$ cat src/rtl/mtx_ch_arb.sv
// Round-robin merge of NUM_CH valid/ready channels into one registered, channel-tagged beat stream.
// A single output register reloads on the same edge it drains, sustaining one beat per cycle.
module mtx_ch_arb #(
    parameter int unsigned NUM_CH     = 32,
    parameter int unsigned DATA_WIDTH = 32,
    localparam int unsigned CH_W      = (NUM_CH > 1) ? $clog2(NUM_CH) : 1
) (
    input  logic                         sys_clk,
    input  logic                         sys_rst_n,
    input  logic                         test_mode_en,
    input  logic [NUM_CH-1:0]            in_valid,
    input  logic [NUM_CH*DATA_WIDTH-1:0] in_data,
    output logic [NUM_CH-1:0]            in_ready,
    output logic                         out_valid,
    output logic [DATA_WIDTH-1:0]        out_data,
    output logic [CH_W-1:0]              out_ch,
    input  logic                         out_ready
);

    logic                  out_valid_q, out_valid_d;
    logic [DATA_WIDTH-1:0] out_data_q, out_data_d;
    logic [CH_W-1:0]       out_ch_q, out_ch_d;
    logic [CH_W-1:0]       rr_ptr_q, rr_ptr_d;

    logic                  load_en;
    logic                  any_valid;
    logic                  xfer;
    logic [NUM_CH-1:0]     rr_mask;
    logic [NUM_CH-1:0]     masked_valid;
    logic [CH_W-1:0]       grant;
    logic [CH_W-1:0]       grant_rr;
    logic [CH_W-1:0]       grant_fixed;
    logic [CH_W-1:0]       rr_ptr_nxt;
    logic [DATA_WIDTH-1:0] grant_data;

    function automatic logic [CH_W-1:0] lowest_idx(input logic [NUM_CH-1:0] vec);
        logic [CH_W-1:0] idx;
        idx = '0;
        for (int i = NUM_CH - 1; i >= 0; i--) begin
            if (vec[i]) idx = CH_W'(i);
        end
        return idx;
    endfunction

    assign load_en   = ~out_valid_q | out_ready;
    assign any_valid = |in_valid;
    // Gated by reset so no channel sees an accept while the register is held clear.
    assign xfer      = sys_rst_n & load_en & any_valid;

    // Channels at or above the pointer are searched first; lower ones form the wrapped tail.
    always_comb begin
        rr_mask = '0;
        for (int i = 0; i < NUM_CH; i++) begin
            rr_mask[i] = (32'(i) >= 32'(rr_ptr_q));
        end
    end

    assign masked_valid = in_valid & rr_mask;
    assign grant_fixed  = lowest_idx(in_valid);
    assign grant_rr     = (|masked_valid) ? lowest_idx(masked_valid) : grant_fixed;
    assign grant        = test_mode_en ? grant_fixed : grant_rr;
    assign rr_ptr_nxt   = (grant == CH_W'(NUM_CH - 1)) ? '0 : grant + CH_W'(1);
    assign grant_data   = in_data[32'(grant) * DATA_WIDTH +: DATA_WIDTH];

    always_comb begin
        in_ready = '0;
        if (xfer) in_ready[grant] = 1'b1;
    end

    always_comb begin
        out_valid_d = out_valid_q;
        out_data_d  = out_data_q;
        out_ch_d    = out_ch_q;
        rr_ptr_d    = rr_ptr_q;
        if (xfer) begin
            out_valid_d = 1'b1;
            out_data_d  = grant_data;
            out_ch_d    = grant;
            if (!test_mode_en) rr_ptr_d = rr_ptr_nxt;
        end else if (out_ready) begin
            out_valid_d = 1'b0;
        end
    end

    always_ff @(posedge sys_clk or negedge sys_rst_n) begin
        if (!sys_rst_n) begin
            out_valid_q <= 1'b0;
            out_data_q  <= '0;
            out_ch_q    <= '0;
            rr_ptr_q    <= '0;
        end else begin
            out_valid_q <= out_valid_d;
            out_data_q  <= out_data_d;
            out_ch_q    <= out_ch_d;
            rr_ptr_q    <= rr_ptr_d;
        end
    end

    assign out_valid = out_valid_q;
    assign out_data  = out_data_q;
    assign out_ch    = out_ch_q;

    a_ready_onehot: assert property (@(posedge sys_clk) disable iff (!sys_rst_n)
        $onehot0(in_ready));

    a_rr_ptr_range: assert property (@(posedge sys_clk) disable iff (!sys_rst_n)
        32'(rr_ptr_q) < NUM_CH);

    a_stall_stable: assert property (@(posedge sys_clk) disable iff (!sys_rst_n)
        (out_valid_q && !out_ready) |=>
            (out_valid_q && $stable(out_data_q) && $stable(out_ch_q) && $stable(rr_ptr_q)));

endmodule

$ cat config.mk
export PLATFORM = sky130hd
export DESIGN_NAME = mtx_ch_arb
export DESIGN_NICKNAME = d
export VERILOG_FILES = /design/src/rtl/mtx_ch_arb.sv
export SDC_FILE = /design/constraint.sdc
export NUM_CORES = 1
export LEC_CHECK = 0
export CAP_MARGIN = 20
export CORE_AREA = 10 10 432 434
export DETAILED_ROUTE_END_ITERATION = 10
export DIE_AREA = 0 0 442 444
export GPL_ROUTABILITY_DRIVEN = 0
export HOLD_SLACK_MARGIN = 0.03
export PLACE_DENSITY = 0.32
export SYNTH_ARGS = -nofsm -noshare
export SYNTH_HDL_FRONTEND = slang
export SYNTH_SLANG_ARGS = --single-unit
$ cat constraint.sdc
create_clock -name sys_clk -period 5.1 [get_ports sys_clk]
set_input_delay 1.02 -clock sys_clk [delete_from_list [all_inputs] [get_ports sys_clk]]
set_output_delay 1.02 -clock sys_clk [all_outputs]
set_load 0.005 [all_outputs]
==> impl_summary.md <==
Timing
For the pin with the worst max-slew slack, the measured transition is 1020 ps. The worst path uses 98.9% of the clock period. Setup repair after global routing left no endpoint under its margin. The achievable clock frequency is 0.198 GHz.

The max-slew violation count was 0. The final critical path time including I/O delays and setup is 5040 ps. The worst setup skew after layout is 25.8 ps. Measured against its own limit, the worst slew margin works out to 32.0%. The number of failing hold endpoints at the final stage is 0. Setup violations remaining at the end of the flow were counted as 0.

Final layout
Once layout is done, the placed cells without fillers occupy 29700 µm². The net count of the finished layout is 4537. The layout overhead on the synthesized area is 145%. The final standard cell utilization of the core is 16.7%.

Counting the fill cells in the layout gives 20500. In the final layout, the share of cells above drive strength 1 is 14.2%.

Route
The routed design has 182000 µm of wire. The via count is 22100. The count of nets left with antenna violations after detail routing is 0. The per-cell via count in the routed design is 3.78. The first-pass detailed-route iteration total is 6. In the routed design, unresolved DRC markers number 0. The first-iteration detailed-routing DRC count is 1714. The routed wirelength normalized by instance count is 31.1 µm.

Yosys
Counting instances in the post-synthesis netlist gives the leading cell types as nand2_1 (636), nor2_1 (227), a21oi_1 (192), nand3_1 (170), mux2i_1 (145). The synthesized instance count is 2137. When the netlist entered floorplanning its net count stood at 3202. The synthesized netlist occupies a cell area of 12100 µm². The Yosys step of the flow raised 0 warnings.

Counting flops and latches in the post-synthesis netlist gives 43. The number of synthesized flops with an enable pin is 0. The most common cell in the synthesized netlist is nand2_1. The number of different library cells used by synthesis comes to 76. Of the post-synthesis cell area, the dominant cell type holds 19.7%. Yosys attributes the largest share of cell area to nand2_1 (20%), mux2i_1 (12%), dfrtp_1 (8.9%). After synthesis, the mean cell area works out to 5.68 µm². Sequential cells were found to cover 8.86% of the synthesized design area. The most common flop cell mapped by yosys is dfrtp_1. Of all flip-flops after synthesis, the portion carrying an async set or reset was 100%. nand2_1 takes more of the synthesized area than any other cell.

Power and ir drop
The analysis attributes to cell leakage a power of 0.0116 µW. The maximum vdd ir drop is 156 µV. The switching share of power is 56.2%. Combinational logic is responsible for 88.7% of the overall power. The internal portion of total power is 4360 µW. For this design the total switching power over the nets is 5580 µW.

The areal power density over the cells is 334 nW/µm². In this run, the clock network consumes 4.2% of the power. The sequential share of power is 7.0%.

GRT
The number of global-route vias before repair was 22600. The overall fraction of global-route tracks in use is 17.4%. The leftover overflow at the end of global routing is 0. The largest net degree at the start of global routing is 75. The number of antenna violations at the first check in global routing is 88. The global-route wire length before repair is 230000 µm.

Clock tree
Clock tree synthesis selected as its root buffer the cell clkbuf_16. The clock net in this run drives a total of 43 sinks. After clock tree synthesis, the clock-pin slew on the worst setup and hold paths is 100 ps. At the later pin of the worst-skew pair, clock insertion delay measures 370 ps.

The H-tree depth reported by CTS is 2. TritonCTS built the clock tree. Buffers inserted to repair hold after CTS numbered 0. No sink is reached through more buffers than the 2 on the longest clock path.

TritonCTS created 5 clock buffers.

Placement
The detailed placement HPWL is 160000 µm. The cell area after placement is 29000 µm². The number of buffer cells added on primary ports is 1129.

Worst setup path
For the worst setup path, the data required time is 5290 ps. The cell that appears most often on the critical path is buf_4. The worst setup path is of the in2reg kind. The critical path contains buffers and inverters numbering 7 combined. The largest driver fanout on the critical path is 14. Among cell families on the critical path, the largest total delay comes from compound AO/OA/AOI/OAI gates. Data on the critical path arrives at its endpoint at 5230 ps. The largest single stage delay on the critical path is 680 ps.

The signal on the critical path passes through clkdlybuf4s50_1 -> o41ai_4 -> o21bai_4 -> or3b_4 -> a2111o_1 -> buf_4 -> nand4_1 -> buf_6 -> buf_4 -> buf_4 -> nand2b_1 -> buf_12 -> buf_4 -> o21ai_0 -> a21oi_1 -> a41oi_1. STA classifies the critical path startpoint as a primary input. The slowest stage cell on the critical path is a21oi_1.

The worst setup path is captured at a register.

Job
Across the run, the number of max-cap violations was 0.

Floorplanning
The die is 444 µm tall. The initial standard-cell utilization of the core is 6.83%. The number of top-level design ports is 1130. Measured along the x axis, the die boundary spans 442 µm. The floorplan step defined a die boundary enclosing 196000 µm². In this run the core area contains 155 standard-cell rows. The standard cell core area is 178000 µm².

Min path
The tightest min-delay check is of the reg2reg type.

Outcome
The flow ran to the end, and the final reports show no timing, DRC or antenna violations.
[path summary, 6_finish.rpt]
kind,start,endpoint,slack (ps),cells past startpoint
hold reg to reg,out_data[6],out_data[6],520,1
setup / recovery,in_valid[19],out_data[21],60,16
max in group asynchronous,sys_rst_n,out_data[4],3480,2
setup reg to reg,rr_ptr_q[2],out_data[21],90,19
min in group asynchronous,sys_rst_n,out_ch[0],920,2
hold / removal,out_data[6],out_data[6],520,1
[power groups by stage]
stage | registers [µW] | logic [µW] | clock network [µW]
detailed placement | 709 | 8810 | 0
global route | 720 | 9490 | 454
floorplan | 585 | 3590 | 0
finish | 698 | 8820 | 422
CTS | 705 | 8940 | 457
global placement | 713 | 8850 | 0
[area by class of cell]
| cell class | instances | area [µm²] | share of cell area, % |
|---|---|---|---|
| tap | 2355 | 2950 | 9.91 |
| timing repair buffer | 1517 | 14900 | 50.0 |
| sequential | 43 | 1080 | 3.62 |
| inverter | 17 | 87.6 | 0.295 |
| multi-input combinational | 1888 | 10600 | 35.6 |
| antenna | 13 | 32.5 | 0.109 |
| clock inverter | 1 | 5.00 | 0.0168 |
| clock buffer | 6 | 139 | 0.467 |
[cell usage in the layout, fill, tap and decap left out, types with 49 or more instances in the layout]
master           count
o21ai_0            126
nand2_1            631
o22ai_1             55
mux2i_1            145
clkdlybuf4s50_1   1085
buf_4              334
buf_12              49
nor2_1             218
nand3_1            169
a21oi_1            185
[routing by layer]
metal  share of wire [%]  track usage [%]  vias up
li1                    -                -    10300
met1                  40             20.8    10700
met2                  52             31.9      896
met3                 7.1             4.68      154
met4                0.79             1.85       50
met5                0.18                0        -
[what timing repair did]
| item | CTS | global route |
|---|---|---|
| pin swaps | 14 | 14 |
| cloned | 0 | 1 |
| gates resized for setup | 85 | 48 |
| buffers inserted | 17 | 3 |
| setup endpoints to repair | 47 | 23 |
[per-stage QoR]
stage	setup TNS [ps]	setup WS (ps)	total power, µW	hold slack, ps	instances
detailed placement	-26210	-986	9520	493	5800
floorplan	0	325	4180	495	2137
finish	0	58.6	9940	521	5840
CTS	-32.3	-32.3	10100	524	5824
global route	0	0.0693	10700	536	5833
global placement	-26870	-1060	9560	487	5800
[worst reg2reg max path: cells and delay by family (launching register included)]
kind,cells,cell delay [ps]
compound gates,7,2270
buf+inv,8,1370
flops,1,630
simple gates,4,580
[flip-flops by register name, indices dropped and copies added, names as in the netlist]
name,cells
out_valid,1
rr_ptr_q,5
out_data,32
out_ch,5
[cells by family (layout without fill, tap and decap cells)]
family                   Yosys count  after routing  share of synthesized area (%)
AND/OR/NAND/NOR                 1128           1128                           38.8
AO/OA/AOI/OAI                    601            601                           31.2
buffers and inverters            206           1541                           7.87
multiplexers                     152            152                           12.6
flip-flops                        43             43                           8.86
adder cells (fa/ha/maj)            5              5                          0.515
XOR/XNOR                           2              2                          0.144
other                              0             13                              0
(Power assumes the default switching activity.)
